`src/rtl/c499_sec_encoder_ff.sv`:
```
// Registered check-bit generator feeding the c499 SEC decoder: 32 data bits, 8 check bits
// and an enable bit, delivered through a two-stage pipeline with one-shot error injection.
module c499_sec_encoder_ff #(
    parameter int CNT_W = 16
) (
    input  logic             clk,
    input  logic             reset,
    input  logic             in_valid,
    output logic             in_ready,
    input  logic [31:0]      in_data,
    input  logic             in_en,
    output logic             out_valid,
    input  logic             out_ready,
    output logic [31:0]      out_data,
    output logic [7:0]       out_chk,
    output logic             out_en,
    input  logic             inj_arm,
    input  logic [5:0]       inj_pos,
    output logic             inj_pending,
    output logic [CNT_W-1:0] word_cnt
);

    // Handshake: a word moves across an interface on a rising edge where valid && ready are
    // both high; valid never drops and data never changes while valid is high and ready low.

    // Column i is the i-th 8-bit value of Hamming weight three, ascending; entry 0 sits at the LSB.
    localparam logic [255:0] CODE_TABLE = {
        8'h62, 8'h61, 8'h58, 8'h54, 8'h52, 8'h51, 8'h4C, 8'h4A,
        8'h49, 8'h46, 8'h45, 8'h43, 8'h38, 8'h34, 8'h32, 8'h31,
        8'h2C, 8'h2A, 8'h29, 8'h26, 8'h25, 8'h23, 8'h1C, 8'h1A,
        8'h19, 8'h16, 8'h15, 8'h13, 8'h0E, 8'h0D, 8'h0B, 8'h07
    };

    function automatic logic [7:0] calc_chk(input logic [31:0] d);
        logic [7:0] c;
        c = 8'h00;
        for (int i = 0; i < 32; i++) begin
            if (d[i]) c = c ^ CODE_TABLE[i*8 +: 8];
        end
        return c;
    endfunction

    logic        s1_valid;
    logic [31:0] s1_data;
    logic        s1_en;
    logic [5:0]  inj_pos_q;

    logic        s1_load;
    logic        s2_load;
    logic [39:0] flip_mask;
    logic [39:0] codeword;

    always_comb begin
        s2_load  = s1_valid && (!out_valid || out_ready);
        in_ready = !s1_valid || s2_load;
        s1_load  = in_valid && in_ready;
        flip_mask = 40'd0;
        if (inj_pending && (inj_pos_q < 6'd40)) begin
            flip_mask = 40'd1 << inj_pos_q;
        end
        // The flip is applied after check-bit generation so the decoder sees a true single error.
        codeword = {calc_chk(s1_data), s1_data} ^ flip_mask;
    end

    always_ff @(posedge clk or posedge reset) begin
        if (reset) begin
            s1_valid    <= 1'b0;
            s1_data     <= 32'd0;
            s1_en       <= 1'b0;
            out_valid   <= 1'b0;
            out_data    <= 32'd0;
            out_chk     <= 8'd0;
            out_en      <= 1'b0;
            inj_pending <= 1'b0;
            inj_pos_q   <= 6'd0;
            word_cnt    <= '0;
        end else begin
            if (s1_load) begin
                s1_valid <= 1'b1;
                s1_data  <= in_data;
                s1_en    <= in_en;
            end else if (s2_load) begin
                s1_valid <= 1'b0;
            end

            if (s2_load) begin
                out_valid <= 1'b1;
                out_data  <= codeword[31:0];
                out_chk   <= codeword[39:32];
                out_en    <= s1_en;
            end else if (out_ready) begin
                out_valid <= 1'b0;
            end

            // A transfer in the arming cycle consumes the old pending state; the new arm survives.
            if (inj_arm) begin
                inj_pending <= 1'b1;
                inj_pos_q   <= inj_pos;
            end else if (s2_load) begin
                inj_pending <= 1'b0;
            end

            if (out_valid && out_ready) begin
                word_cnt <= word_cnt + CNT_W'(1);
            end
        end
    end

endmodule

```
`config.mk`:
```
export PLATFORM = sky130hd
export DESIGN_NAME = c499_sec_encoder_ff
export DESIGN_NICKNAME = d
export VERILOG_FILES = /design/src/rtl/c499_sec_encoder_ff.sv
export SDC_FILE = /design/constraint.sdc
export NUM_CORES = 1
export LEC_CHECK = 0
export CORE_MARGIN = 4
export CORE_UTILIZATION = 30
export DETAILED_ROUTE_END_ITERATION = 6
export GPL_TIMING_DRIVEN = 0
export SLEW_MARGIN = 20
export SYNTH_ARGS = -nofsm -noshare
export SYNTH_HDL_FRONTEND = slang
export SYNTH_SLANG_ARGS = --single-unit
```
`constraint.sdc`:
```
create_clock -name clk -period 3.6 [get_ports clk]
set_clock_uncertainty 0.1 [all_clocks]
set_input_delay 0.72 -clock clk [delete_from_list [all_inputs] [get_ports clk]]
set_output_delay 0.72 -clock clk [all_outputs]
set_load 0.02 [all_outputs]
```
==> results.ini <==
[synth]
synth_warnings=0
synth.distinct_cells=32
yosysSeqAreaShare=0.493
synthCells=448
synth.avg_cell_area_um2=11.2
syn_area_um2=5020
synth-seq-cells=99
synth_nets=493

[finish]
syn2layout_area_growth_pct=32.6
final_cell_mix=clkdlybuf4s50_1, dfrtp_1, nand2_1, xnor2_1, mux2_2
layout.cells.non_filler=788
num-nets-final=607
final_common_cell=clkdlybuf4s50_1
drive_gt1_frac=0.131

[clock_tree]
clkTransAtPathRegs_ps=60
postCtsSetupBuffers=0
cts_tree=yes
post_cts_resized=0
htree_levels=3
ctsLongestPathBuffers=2
cts_root_buf=clkbuf_16
insertion_delay_ps=350
cts_hold_buf=0
cts_buffers=9
clkSinkCount=99

[pwr]
power_density_nw_per_um2=626
p_clk_frac=0.232
ir_worst_vdd_v=0.000245
switchingPower_mw=1.40
seqPwrFrac=0.371
netSwitchingFraction=0.335
power_leakage_nw=2.69
p_int_mw=2.77
p_comb_frac=0.397

[outcome]
outcome=finished clean

[worst_setup_path]
ff2ff_path_depth=5
critPathLaunchType=primary input
rrSetupSlack_ps=1530
cp.required_ps=2780
r2r-start=inj_pos_q[0]
r2r-end=out_chk[4]
path_max_fanout=6
critPathKind=primary input to output pin
end_kind=output pin
critPathArrivalTime_ps=2110

[timing]
finalSetupTns_ps=0
setup_viol=0
min_period_ps=2930
slew_headroom=0.539
drv_slew=0
fmax_ghz=0.342
rsz0062_at_grt=no
finalHoldViolCount=0
tightestPinTransition_ps=689
fin_crit_sh=0.813

[drt]
ant_nets=0
wl_per_cell_um=16.0
viasPerCell=4.47
dr.pass1.iters=5
initialDrtViolationCount=145
post-route-drc-count=0
wl_um=12600
vias=3525

[min_path]
whs_path_depth=1
hold_path_end=word_cnt[15]
holdCritStartpoint=word_cnt[15]
hp-class=flip-flop to flip-flop

[floorplan]
io_pins=104
die_h_um=137
dieWidth_um=137
start_util=0.305
rows=47
coreArea_um2=16500
die_area_um2=18900

[global_routing]
grt.overflow.total=0
grt_max_degree=54
grt_pass1_vias=3586
antenna_found_initial=2
track_usage=0.142
grt_pass1_wl_um=20000

[placed_design]
hpwl_um=10100
port_buffers=102
dp.cells=771
gp_congestion=0.832

[job]
drv_cap=0

-- critical path: stages --
cell and delay, ps:
clkdlybuf4s50_1 570, nand3b_1 190, clkdlybuf4s50_1 620
-- how the worst max path moves through the flow --
stage          depth (start not counted)      start  slack (ps)           to
2_1_floorplan                          1      reset         190  inj_pending
3_3_place_gp                           2      reset       -1160  s1_data[12]
3_5_place_dp                           3  out_ready         690     in_ready
4_1_cts                                3  out_ready         680     in_ready
5_1_grt                                3  out_ready         620     in_ready
6_report                               3  out_ready         670     in_ready
-- synth_stat cells --
cell,n,area [um^2]
dfrtp_1,99,2480
nand2_1,71,267
xnor2_1,70,613
mux2_2,41,462
o21ai_0,37,185
xor2_1,34,298
nor2_1,14,52.6
clkbuf_1,12,45.0
nand3_1,9,45.0
xnor3_1,8,180
buf_2,7,35.0
nand2b_1,6,37.5
and3_1,5,31.3
nor2b_1,4,25.0
nor3_1,4,20.0
inv_1,3,11.3
o21ai_1,3,15.0
and3b_1,2,17.5
and4bb_2,2,25.0
nand3b_1,2,15.0
nand4_1,2,12.5
nor4b_2,2,30.0
xnor2_2,2,32.5
a21o_1,1,7.51
and4_1,1,8.76
buf_4,1,7.51
ha_1,1,12.5
nand4b_1,1,8.76
nor3b_2,1,12.5
nor4_2,1,12.5
nor4b_1,1,8.76
nor4bb_1,1,10.0
-- cell families after synthesis --
logic type	count (synthesis)	share of synthesized area
and+or+nand+nor	129	0.127
xor gates and xnor gates	114	0.224
DFF	99	0.493
AOI/OAI and AO/OA	41	0.0414
muxes	41	0.0920
buffers and inverters	23	0.0197
adders and majority gates	1	0.00249
-- metrics by stage --
| step | utilization | setup slack [ps] | hold WS (ps) | area (um^2) | power, mW |
|---|---|---|---|---|---|
| finish | 0.404 | 673 | 370 | 6660 | 4.17 |
| global route | 0.404 | 617 | 403 | 6660 | 4.41 |
| CTS | 0.404 | 681 | 374 | 6650 | 4.24 |
| detailed placement | 0.386 | 689 | 367 | 6350 | 3.25 |
| global placement | 0.384 | -1160 | 357 | 6320 | 3.21 |
| floorplan | - | 190 | 357 | 5020 | 2.61 |
-- power by group through the flow --
| stage | Clock (mW) | Sequential [mW] | Combinational [mW] |
|---|---|---|---|
| 2_1_floorplan | 0 | 1.71 | 0.896 |
| 3_3_place_gp | 0 | 1.56 | 1.65 |
| 3_5_place_dp | 0 | 1.57 | 1.68 |
| 4_1_cts | 1.01 | 1.55 | 1.68 |
| 5_1_grt | 1.04 | 1.58 | 1.79 |
| 6_report | 0.966 | 1.55 | 1.65 |
-- state kept, by name, indices dropped and copies added (netlist names) --
| signal | cells |
|---|---|
| inj_pos_q | 6 |
| word_cnt | 16 |
| out_chk | 8 |
| s1_valid | 1 |
| out_valid | 1 |
| s1_data | 32 |
| inj_pending | 1 |
| out_data | 32 |
| out_en | 1 |
| s1_en | 1 |
-- layout make-up --
class,instances,area [um^2]
Tap cell,220,275
Inverter,3,16.3
Buffer,20,87.6
Multi-Input combinational cell,326,2440
Clock buffer,10,239
Antenna cell,2,5.00
Sequential cell,99,2480
Clock inverter,5,62.6
Timing Repair Buffer,103,1050
Fill cell,1638,9810
-- metal layers --
layer	wire length, um	global-route usage	part of all wire	vias up
met5	0	0	0	-
met4	292	0.0654	0.023	0
met3	473	0.0252	0.038	19
met2	6220	0.232	0.49	68
met1	5610	0.182	0.45	1729
li1	-	-	-	1709
(Power assumes the default switching activity.)
